**src/rtl/scsp_eg.sv**
```systemverilog
`default_nettype none
// ============================================================================
// Module   : scsp_eg
// Brief    : Per-slot ADSR envelope generator, 32 time-multiplexed slots with
//            rate gating from a global sample counter.
// Revision : 1.0 - initial release
// ============================================================================
module scsp_eg #(
    parameter int SLOTS = 32,
    parameter int CNT_W = 15
) (
    input  logic       CLK,
    input  logic       RST,
    input  logic       CE,
    input  logic [4:0] SLOT_IN,
    input  logic       KON,
    input  logic       KOFF,
    input  logic [4:0] AR,
    input  logic [4:0] D1R,
    input  logic [4:0] D2R,
    input  logic [4:0] RR,
    input  logic [4:0] DL,
    input  logic [3:0] KRS,
    input  logic [3:0] OCT,
    input  logic       HO,
    output logic [9:0] EVOL_OUT,
    output logic [4:0] ST_OUT,
    output logic [4:0] SLOT_OUT,
    output logic       VALID_OUT
);

    typedef enum logic [4:0] {
        ST_IDLE    = 5'b00001,
        ST_ATTACK  = 5'b00010,
        ST_DECAY1  = 5'b00100,
        ST_DECAY2  = 5'b01000,
        ST_RELEASE = 5'b10000
    } eg_state_t;

    localparam logic [9:0] c_evol_max = 10'h3FF;

    logic [9:0]       r_evol [SLOTS];
    eg_state_t        r_st   [SLOTS];
    logic [CNT_W-1:0] r_cnt;
    logic [9:0]       r_evol_out;
    eg_state_t        r_st_out;
    logic [4:0]       r_slot_out;
    logic             r_valid_out;

    logic [9:0]        w_cur_evol;
    eg_state_t         w_cur_st;
    logic [4:0]        w_rate;
    logic signed [7:0] w_eff_raw;
    logic [5:0]        w_eff;
    logic [3:0]        w_shift;
    logic [CNT_W-1:0]  w_mask;
    logic              w_step;
    logic [3:0]        w_inc;
    logic [10:0]       w_dec;
    logic [10:0]       w_add;
    logic [9:0]        w_evol_sub;
    logic [9:0]        w_evol_add;
    logic [9:0]        w_nxt_evol;
    eg_state_t         w_nxt_st;

    // Rate selection, key scaling and step gating for the slot in flight
    always_comb begin
        w_cur_evol = r_evol[SLOT_IN];
        w_cur_st   = r_st[SLOT_IN];
        case (w_cur_st)
            ST_ATTACK:  w_rate = AR;
            ST_DECAY1:  w_rate = D1R;
            ST_DECAY2:  w_rate = D2R;
            ST_RELEASE: w_rate = RR;
            default:    w_rate = 5'd0;
        endcase

        w_eff_raw = $signed({2'b00, w_rate, 1'b0});
        if (KRS != 4'hF)
            w_eff_raw = w_eff_raw + $signed({4'b0000, KRS}) + $signed({{4{OCT[3]}}, OCT});

        if (w_rate == 5'd0 || w_eff_raw < 0)
            w_eff = 6'd0;
        else if (w_eff_raw > 8'sd63)
            w_eff = 6'd63;
        else
            w_eff = w_eff_raw[5:0];

        w_shift = 4'd12 - w_eff[5:2];
        w_mask  = (CNT_W'(1) << w_shift) - CNT_W'(1);
        w_step  = 1'b0;
        w_inc   = 4'd1;
        if (w_eff >= 6'd48) begin
            w_step = 1'b1;
            w_inc  = 4'd1 << (w_eff[5:2] - 4'd12);
        end else if (w_eff >= 6'd2) begin
            w_step = ((r_cnt & w_mask) == '0);
        end
    end

    // Saturating envelope arithmetic in 11 bits
    always_comb begin
        w_dec      = ({5'd0, w_cur_evol[9:4]} + 11'd1) * {7'd0, w_inc};
        w_add      = {1'b0, w_cur_evol} + {7'd0, w_inc};
        w_evol_sub = (w_dec > {1'b0, w_cur_evol}) ? 10'd0 : 10'(({1'b0, w_cur_evol} - w_dec));
        w_evol_add = w_add[10] ? c_evol_max : w_add[9:0];
    end

    always_comb begin
        w_nxt_evol = w_cur_evol;
        w_nxt_st   = w_cur_st;
        if (KON) begin
            w_nxt_evol = HO ? 10'd0 : c_evol_max;
            w_nxt_st   = HO ? ST_DECAY1 : ST_ATTACK;
        end else if (KOFF && w_cur_st != ST_IDLE) begin
            w_nxt_st = ST_RELEASE;
        end else begin
            case (w_cur_st)
                ST_ATTACK: begin
                    if (w_eff >= 6'd62)
                        w_nxt_evol = 10'd0;
                    else if (w_step)
                        w_nxt_evol = w_evol_sub;
                    if (w_nxt_evol == 10'd0)
                        w_nxt_st = ST_DECAY1;
                end
                ST_DECAY1: begin
                    if (w_step)
                        w_nxt_evol = w_evol_add;
                    if (w_nxt_evol[9:5] >= DL)
                        w_nxt_st = ST_DECAY2;
                end
                ST_DECAY2: begin
                    if (w_step)
                        w_nxt_evol = w_evol_add;
                end
                ST_RELEASE: begin
                    if (w_step)
                        w_nxt_evol = w_evol_add;
                    if (w_nxt_evol == c_evol_max)
                        w_nxt_st = ST_IDLE;
                end
                default: begin
                    w_nxt_evol = c_evol_max;
                    w_nxt_st   = ST_IDLE;
                end
            endcase
        end
    end

    always_ff @(posedge CLK) begin
        if (RST) begin
            for (int i = 0; i < SLOTS; i++) begin
                r_evol[i] <= c_evol_max;
                r_st[i]   <= ST_IDLE;
            end
            r_cnt       <= '0;
            r_evol_out  <= c_evol_max;
            r_st_out    <= ST_IDLE;
            r_slot_out  <= 5'd0;
            r_valid_out <= 1'b0;
        end else begin
            r_valid_out <= CE;
            if (CE) begin
                r_evol[SLOT_IN] <= w_nxt_evol;
                r_st[SLOT_IN]   <= w_nxt_st;
                r_evol_out      <= w_nxt_evol;
                r_st_out        <= w_nxt_st;
                r_slot_out      <= SLOT_IN;
                if (SLOT_IN == 5'(SLOTS - 1))
                    r_cnt <= r_cnt + CNT_W'(1);
            end
        end
    end

    assign EVOL_OUT  = r_evol_out;
    assign ST_OUT    = r_st_out;
    assign SLOT_OUT  = r_slot_out;
    assign VALID_OUT = r_valid_out;

endmodule
`default_nettype wire

```
**config.mk**
```make
export PLATFORM = sky130hd
export DESIGN_NAME = scsp_eg
export DESIGN_NICKNAME = d
export VERILOG_FILES = /design/src/rtl/scsp_eg.sv
export SDC_FILE = /design/constraint.sdc
export NUM_CORES = 1
export LEC_CHECK = 0
export ABC_CLOCK_PERIOD_IN_PS = 32900
export CAP_MARGIN = 15
export CORE_ASPECT_RATIO = 0.8
export CORE_MARGIN = 4
export CORE_UTILIZATION = 44
export DETAILED_ROUTE_END_ITERATION = 8
export SLEW_MARGIN = 10
export SYNTH_ARGS = -nofsm -noshare
export SYNTH_HDL_FRONTEND = slang
export SYNTH_SLANG_ARGS = --single-unit
```
**constraint.sdc**
```tcl
create_clock -name CLK -period 32.9 [get_ports CLK]
set_clock_uncertainty 0.1 [all_clocks]
set_input_delay 6.58 -clock CLK [delete_from_list [all_inputs] [get_ports CLK]]
set_output_delay 6.58 -clock CLK [all_outputs]
set_load 0.02 [all_outputs]
```
# Word-level counts from Yosys, hierarchy flattened
# Memories as Yosys holds them, arrays and structs flattened.
# Index checks and enable logic that the tools add are counted.
dict set report word_totals {
  word_cells 86
  ram_bits 480
  input_bits 44
  output_inout_bits 21
  regBits 36
  mem_count 2
  romBits 0
  latchBits 0
}
dict set report op_classes {
  mul 1
  n_bitwise 1
  magnitude_cmp 7
  n_div 0
  add_sub_neg 9
  mux 43
  n_shift 2
  n_eq_ne 8
  n_reduce_logical 8
}
# memory words width read_ports rd_ports_with_merged_regs wr line
set memory_table {}
lappend memory_table {r_evol 32 10 1 0 32 42} ;# logic [9:0] r_evol [SLOTS];
lappend memory_table {r_st 32 5 1 0 32 43} ;# eg_state_t r_st [SLOTS];
# operator count
set ops {}
lappend ops {{10-bit two-way mux} 18}
lappend ops {{5-bit two-way mux} 8}
lappend ops {{10-bit case mux with 4 select lines} 1}
lappend ops {{5-bit case mux with 4 select lines} 2}
lappend ops {{15-bit by 1-bit adder with 15-bit output, second input constant} 1}
lappend ops {{15-bit AND} 1}
lappend ops {{15-bit zero test} 1}
lappend ops {{1-bit by 4-bit left shift with 15-bit output, first input constant} 1}
lappend ops {{15-bit by 2-bit subtractor with 15-bit output, second input constant} 1}
lappend ops {{6-bit >= comparator, second input constant} 2}
lappend ops {{6-bit two-way mux} 2}
lappend ops {{10-bit by 4-bit adder with 11-bit output} 1}
lappend ops {{11-bit by 10-bit > comparator with 1-bit output} 1}
lappend ops {{7-bit by 4-bit multiplier with 11-bit output} 1}
lappend ops {{10-bit == test, second input constant} 1}
lappend ops {{5-bit == test, second input constant} 2}
lappend ops {{10-bit zero test} 1}
lappend ops {{10-bit OR reduction} 1}
lappend ops {{10-bit subtractor} 1}
lappend ops {{1-bit two-way mux} 9}
lappend ops {{8-bit by 4-bit adder with 8-bit output} 1}
lappend ops {{8-bit by 7-bit > comparator with 1-bit output, second input constant} 1}
lappend ops {{8-bit by 1-bit < comparator with 1-bit output, second input constant} 1}
lappend ops {{8-bit two-way mux} 1}
lappend ops {{19 further kinds} 19}

# Logic depth before layout (Yosys ltp)
# Gate-level depths: netlist of run 1.
# An unclocked memory read counts as a cell.
dict set report depth {
  ltp_word 27
  ltp_mapped 60
}

# Least setup slack after synthesis of run 1
# OpenSTA, ideal clock, no wires.
dict set report synth_path {
  path_kind {input to register}
  start {in SLOT_IN[1]}
  end {mem r_st[0][2] (netlist name), data pin}
  arrival_time_ns 17.705
  setup_ns 0.257
  t_required_ns 32.543
  path_slack_ns 14.838
  path_stages 52
  cell_sequence {buf_2 -> buf_6 -> buf_6 -> mux2i_1 -> o22ai_1 -> nor4_4 -> nand4_2 -> nor4_4 -> nand2_1 -> o21ai_0 -> ha_1 -> inv_1 -> fa_1 -> inv_1 -> ha_1 -> nor2b_1 -> o21ai_0 -> a21oi_1 -> (+16 left out) -> a21o_1 -> a21oi_1 -> o21bai_1 -> a21oi_1 -> xnor2_1 -> ha_1 -> nand4_1 -> or4_1 -> nand2_1 -> a21oi_1 -> a211o_1 -> nor2b_1 -> o31ai_1 -> o22ai_1 -> o31ai_1 -> a21boi_1 -> buf_2 -> nor2_1}
}
# element line
set synth_lines {}
lappend synth_lines {{from (decl)} 15} ;# input logic [4:0] SLOT_IN,
lappend synth_lines {{to (decl)} 43}

==> flow_metrics.py, run 1 <==
metrics = {
    "outcome": {
        "outcome": "finished, final reports clean",
    },
    "synthesis": {
        "synthAdderAreaFrac_pct": 3.84,
        "synth_compound_area_share_pct": 9.24,
        "synth.top_cell.area_share_pct": 53.6,
        "synth_area_um2": 26900,
        "async_flop_share_pct": 0,
        "ys_types": 94,
        "netlist_top_cells_area": "edfxtp_1 54%, mux4_2 6.7%, nand2_1 6.5%, mux2i_1 3.4%, nor2_1 3.1%",
        "synthSimpleGateAreaFrac_pct": 15.1,
        "synth-seq-area-share_pct": 56.3,
        "synth_mux_area_share_pct": 10.2,
        "synth_top_family_by_area": "simple AND/OR/NAND/NOR gates",
        "ys_seq_elements": 516,
        "synthesis.nets": 2450,
        "dominantRegCellSynth": "edfxtp_1",
        "avgSynthCellArea_um2": 11.5,
        "syn_inst": 2332,
        "synth_edf_count": 480,
        "yosysTopAreaCell": "edfxtp_1",
        "synth_warnings": 0,
        "synthXorXnorAreaFrac_pct": 1.30,
    },
    "hold_path": {
        "whs_path_depth": 2,
        "min_from": "ST_OUT[4]",
        "holdPathEnd": "ST_OUT[4]",
        "hp-class": "reg2reg",
    },
    "clock_network": {
        "cts_made_buffers": 52,
        "cts_hold_buf": 0,
        "cts_tree": "done",
        "postCtsSetupRepairBufs": 0,
        "clockBufferDepth": 3,
        "htree_levels": 2,
        "clock_latency_ns": 0.63,
        "root_buffer": "clkbuf_16",
        "cts.repair.resized": 0,
        "cts.sinks": 516,
        "clk_pin_slew_ns": 0.06,
    },
    "setup_path": {
        "critPathTopFamily": "simple AND/OR/NAND/NOR gates",
        "cp.required_ns": 33.13,
        "slowest_stage": "buf_4",
        "critical_path_class": "in2reg",
        "max_stage_delay_ns": 0.78,
        "path_max_fanout": 74,
        "crit_buf_inv": 9,
        "rr_endpoint": "r_st[4][2]",
        "start_kind": "input port",
        "end_kind": "flop",
        "regToRegStartpoint": "r_st[22][3]",
        "crit_arrival_ns": 21.93,
        "r2r_cells": 48,
        "rrSetupSlack_ns": 18.69,
    },
    "global_routing": {
        "grt_max_degree": 75,
        "grt_pass1_wl_mm": 124,
        "grt_pass1_vias": 18580,
        "met1_usage_pct": 39.3,
        "grt_use_met3_pct": 4.77,
        "track_usage_pct": 25.2,
        "gr-total-overflow": 0,
        "busiest_layer": "met1",
        "met2_usage_pct": 36.8,
        "antenna_found_initial": 1,
    },
    "routing": {
        "routed_wl_mm": 83.6,
        "antenna_left": 0,
        "drt-initial-drc-count": 2608,
        "drtPass1Iterations": 5,
        "vias_per_cell": 6.17,
        "wl_per_cell_um": 26.6,
        "num_vias": 19366,
        "post-route-drc-count": 0,
    },
    "sta": {
        "max_freq_mhz": 46.1,
        "hold_ws_ns": 0.371,
        "fin_crit_ns": 21.70,
        "fin_crit_sh_pct": 66.0,
        "rsz0062_at_grt": "no",
        "tns_ns": 0,
        "setup_viol": 0,
        "relSlewSlack_pct": 16.4,
        "drv_slew": 0,
        "hold_viol": 0,
        "tightestPinTransition_ns": 1.25,
    },
    "cells_and_area": {
        "design_area_um2": 29900,
        "nFillCells": 5287,
        "fin_cells": 3138,
        "drive_gt1_share_pct": 10.5,
        "fin_nets": 2434,
        "area_growth_pct": 11.3,
        "antennaDiodeCount": 0,
    },
    "place": {
        "dp.cells": 3037,
        "gp_congestion": 0.941,
        "place_area_um2": 28100,
        "port-buffer-count": 64,
        "dp_hpwl_mm": 57.8,
    },
    "floorplan": {
        "num_rows": 80,
        "core_area_um2": 60100,
        "boundaryPins": 65,
        "die_w_um": 284,
        "initial_core_util_pct": 44.8,
        "die_h_um": 229,
        "die_area_um2": 65100,
    },
    "power_and_ir_drop": {
        "p_total_uw": 1700,
        "swShare_pct": 29.8,
        "seqPwrFrac_pct": 42.9,
        "power_density_nw_per_um2": 56.9,
        "p_clk_share_pct": 37.2,
        "p_sw_uw": 508,
        "p_int_uw": 1190,
        "power_frac_comb_pct": 19.9,
        "p_leak_uw": 0.00922,
        "vdd_drop_max_mv": 0.0502,
    },
    "run": {
        "maxCapViolCount": 0,
    },
}
[cell usage after synthesis, types with 12 or more instances]
| master | count |
|---|---|
| a21oi_1 | 79 |
| nor2_1 | 225 |
| or3_1 | 13 |
| fa_1 | 14 |
| xor2_1 | 12 |
| clkbuf_1 | 94 |
| nand3_1 | 27 |
| o22ai_1 | 53 |
| ha_1 | 60 |
| inv_1 | 79 |
| nor4_1 | 16 |
| edfxtp_1 | 480 |
| o211ai_1 | 16 |
| o21ai_1 | 35 |
| nand4_1 | 23 |
| dfxtp_1 | 36 |
| nand2_1 | 462 |
| mux2i_1 | 90 |
| xnor2_1 | 28 |
| nor2b_1 | 17 |
| o21ai_0 | 38 |
| nor3_1 | 29 |
| mux4_2 | 80 |
| a22oi_1 | 42 |
| buf_2 | 61 |
| and3_1 | 15 |
[per-layer routing]
metal | vias up | wire length (um)
li1 | 8539 | -
met1 | 9801 | 38400
met2 | 916 | 36000
met3 | 110 | 7530
met4 | 0 | 1660
met5 | - | 0
[placed cells by master (no fill, tap or decap), types with 37 or more instances in the layout]
| cell | count |
|---|---|
| a21oi_1 | 79 |
| a22oi_1 | 42 |
| clkbuf_16 | 53 |
| clkdlybuf4s50_1 | 62 |
| edfxtp_1 | 480 |
| ha_1 | 60 |
| inv_1 | 78 |
| mux2i_1 | 90 |
| mux4_2 | 80 |
| nand2_1 | 462 |
| nor2_1 | 225 |
| o21ai_0 | 37 |
| o22ai_1 | 53 |
[flip-flops by register name, indices dropped and copies added (netlist names)]
| name | count |
|---|---|
| ST_OUT | 5 |
| VALID_OUT | 1 |
| r_st | 160 |
| SLOT_OUT | 5 |
| r_cnt | 15 |
| r_evol | 320 |
| EVOL_OUT | 10 |
[final cells by class]
cell class	instances	area [um2]	area share (%)
inverter	82	308	1.03
multi-input combinational	1563	10800	36.0
sequential	516	15100	50.6
clock buffer	58	1350	4.50
timing repair buffer	101	931	3.11
clock inverter	39	457	1.53
tap	779	975	3.26
[power groups by stage]
| stage | clock [uW] | sequential [uW] | combinational [uW] |
|---|---|---|---|
| 2_1_floorplan | 0 | 744 | 218 |
| 3_3_place_gp | 0 | 744 | 330 |
| 3_5_place_dp | 0 | 745 | 328 |
| 4_1_cts | 641 | 730 | 330 |
| 5_1_grt | 669 | 731 | 364 |
| 6_report | 634 | 730 | 338 |
[per-stage QoR]
stage / utilization, % / worst slack [ns]
final: 49.8 / 11.20
after global routing: 49.8 / 10.11
after detailed placement: 46.8 / 10.79
after global placement: 46.8 / 11.18
after CTS: 49.8 / 11.39
after floorplan: - / 14.84
[tightest hold or removal path: stages, from the launching register on]
cell and delay, ns:
dfxtp_1 0.32, nand2_1 0.06, a21oi_1 0.05
[worst max path at each step]
stage / start / to / slack, ns / cells after the start
6_report: SLOT_IN[1] / r_st[4][2] / 11.20 / 51
5_1_grt: SLOT_IN[1] / EVOL_OUT[9] / 10.11 / 50
4_1_cts: SLOT_IN[1] / r_st[4][2] / 11.39 / 51
3_5_place_dp: SLOT_IN[1] / r_st[4][2] / 10.79 / 51
3_3_place_gp: SLOT_IN[1] / EVOL_OUT[9] / 11.18 / 50
2_1_floorplan: SLOT_IN[1] / r_st[0][2] / 14.84 / 52
[logic make-up after synthesis]
logic type	count (synthesis)
compound gates	369
xor+xnor	40
fa+ha+maj	74
buf+inv	253
flops	516
mux	173
simple gates	907
(Power assumes the default switching activity.)
==> run 2, diff against run 1 <==
--- a/config.mk
+++ b/config.mk
@@ -5,7 +5,7 @@
 export SDC_FILE = /design/constraint.sdc
 export NUM_CORES = 1
 export LEC_CHECK = 0
-export ABC_CLOCK_PERIOD_IN_PS = 32900
+export ABC_CLOCK_PERIOD_IN_PS = 19160
 export CAP_MARGIN = 15
 export CORE_ASPECT_RATIO = 0.8
 export CORE_MARGIN = 4
==> constraint.sdc (replaced) <==
create_clock -name CLK -period 19.16 [get_ports CLK]
set_clock_uncertainty 0.1 [all_clocks]
set_input_delay 3.832 -clock CLK [delete_from_list [all_inputs] [get_ports CLK]]
set_output_delay 3.832 -clock CLK [all_outputs]
set_load 0.02 [all_outputs]
==> run 2 against run 1 <==
  * Cell area down 0.54%
  * Critical endpoint is now r_st[17][2]
  * Global-route usage down 0.22 points
  * Largest cell class unchanged
  * Die area unchanged
  * Sequential share of layout area up 0.27 points
  * Clock-buffer cell count up 3
  * Critical path depth down 1
  * Non-clock buffer count up 4
  * Final cell count unchanged
==> flow_metrics.py, run 2 (synthesized netlist as in run 1, its figures left out) <==
metrics = {
    "routing": {
        "drtPass1Iterations": 5,
        "antenna_left": 0,
        "wl_per_cell_um": 26.5,
        "routed_wl_mm": 83.1,
        "drt-initial-drc-count": 2442,
        "num_vias": 19417,
        "vias_per_cell": 6.19,
        "post-route-drc-count": 0,
    },
    "power_and_ir_drop": {
        "swShare_pct": 30.2,
        "p_int_uw": 1970,
        "p_clk_share_pct": 35.1,
        "p_sw_uw": 849,
        "p_leak_uw": 0.00915,
        "seqPwrFrac_pct": 44.6,
        "power_frac_comb_pct": 20.3,
        "power_density_nw_per_um2": 94.6,
        "vdd_drop_max_mv": 0.0711,
    },
    "clock_network": {
        "cts_made_buffers": 52,
        "clk_pin_slew_ns": 0.06,
        "postCtsSetupRepairBufs": 0,
        "cts_hold_buf": 0,
        "htree_levels": 2,
        "cts.repair.resized": 0,
        "clock_latency_ns": 0.62,
        "cts.sinks": 516,
        "clockBufferDepth": 3,
        "cts_tree": "done",
        "root_buffer": "clkbuf_16",
    },
    "sta": {
        "fin_ws_ns": 1.47,
        "max_freq_mhz": 56.5,
        "tns_ns": 0,
        "setup_viol": 0,
        "relSlewSlack_pct": 16.1,
        "tightestPinTransition_ns": 1.25,
        "fin_crit_ns": 17.69,
        "fin_crit_sh_pct": 92.3,
        "drv_slew": 0,
        "hold_viol": 0,
        "rsz0062_at_grt": "no",
    },
    "outcome": {
        "outcome": "finished, final reports clean",
    },
    "global_routing": {
        "track_usage_pct": 25.0,
        "grt_max_degree": 93,
        "gr-total-overflow": 0,
        "grt_pass1_wl_mm": 122,
        "antenna_found_initial": 0,
        "grt_pass1_vias": 18456,
    },
    "setup_path": {
        "critical_path_class": "in2reg",
        "max_stage_delay_ns": 0.70,
        "path_max_fanout": 33,
        "end_kind": "flop",
        "cp.required_ns": 19.39,
        "crit_buf_inv": 8,
        "start_kind": "input port",
        "slowest_stage": "nor4_4",
        "crit_arrival_ns": 17.92,
        "critPathTopFamily": "simple AND/OR/NAND/NOR gates",
    },
    "cells_and_area": {
        "antennaDiodeCount": 0,
        "drive_gt1_share_pct": 10.2,
        "largest_reg_flops": 320,
        "regArea_um2": 15100,
        "multi_input_area_um2": 10800,
        "final_common_cell": "edfxtp_1",
        "area_growth_pct": 10.7,
        "reg.largest.list": "r_evol x320, r_st x160, r_cnt x15",
        "final_cell_mix": "480 x edfxtp_1, 462 x nand2_1, 225 x nor2_1",
        "regMostFlops": "r_evol",
        "fin_nets": 2438,
        "nFillCells": 5294,
        "post-route-util_pct": 49.6,
    },
    "floorplan": {
        "core_area_um2": 60100,
        "num_rows": 80,
        "die_area_um2": 65100,
        "initial_core_util_pct": 44.8,
        "die_h_um": 229,
        "die_w_um": 284,
        "boundaryPins": 65,
    },
    "hold_path": {
        "hp-class": "reg2reg",
    },
    "place": {
        "pre_cts_ws_ns": 1.03,
        "gp_congestion": 0.927,
        "dp_hpwl_mm": 57.7,
        "port-buffer-count": 64,
    },
    "run": {
        "maxCapViolCount": 0,
    },
}
==> run 2: worst paths after layout <==
| check | start | end | slack [ns] | depth (start not counted) |
|---|---|---|---|---|
| worst max register to register | r_st[7][4] | r_st[17][2] | 5.32 | 48 |
| worst min-delay path | ST_OUT[4] | ST_OUT[4] | 0.36 | 2 |
| worst min register to register | ST_OUT[4] | ST_OUT[4] | 0.36 | 2 |
| worst max-delay path | SLOT_IN[4] | r_st[17][2] | 1.47 | 50 |
==> run 2: metrics by stage <==
| step | instances | hold WS (ns) | total power (uW) | instance area (um2) |
|---|---|---|---|---|
| floorplan | 2332 | 0.372 | 1650 | 26900 |
| global placement | 3042 | 0.352 | 1830 | 28100 |
| detailed placement | 3042 | 0.355 | 1840 | 28100 |
| CTS | 3135 | 0.365 | 2820 | 29700 |
| global route | 3138 | 0.385 | 2910 | 29800 |
| finish | 3138 | 0.363 | 2820 | 29800 |
==> run 2: tightest hold or removal path: stages, from the launching register on <==
cell,delay [ns]
dfxtp_1,0.31
nand2_1,0.06
a21oi_1,0.05
==> run 2: per-layer routing <==
| layer | vias to the layer above | share of wire (%) | global-route usage (%) |
|---|---|---|---|
| li1 | 8566 | - | - |
| met1 | 9735 | 44 | 38.3 |
| met2 | 975 | 43 | 36.3 |
| met3 | 141 | 9.9 | 4.86 |
| met4 | 0 | 2.8 | 6.97 |
| met5 | - | 0 | 0 |
==> run 2: final cells by class <==
| cell class | count | share of cell area [%] |
|---|---|---|
| clock buffer | 61 | 4.56 |
| clock inverter | 32 | 0.862 |
| inverter | 82 | 1.03 |
| multi-input combinational | 1563 | 36.2 |
| sequential | 516 | 50.9 |
| tap | 779 | 3.28 |
| timing repair buffer | 105 | 3.23 |
==> run 2: power by group through the flow <==
| stage | logic (uW) | clock network (uW) | registers (uW) |
|---|---|---|---|
| 2_1_floorplan | 375 | 0 | 1280 |
| 6_report | 571 | 989 | 1250 |
| 5_1_grt | 612 | 1040 | 1260 |
| 4_1_cts | 560 | 1000 | 1250 |
| 3_3_place_gp | 556 | 0 | 1280 |
| 3_5_place_dp | 558 | 0 | 1280 |
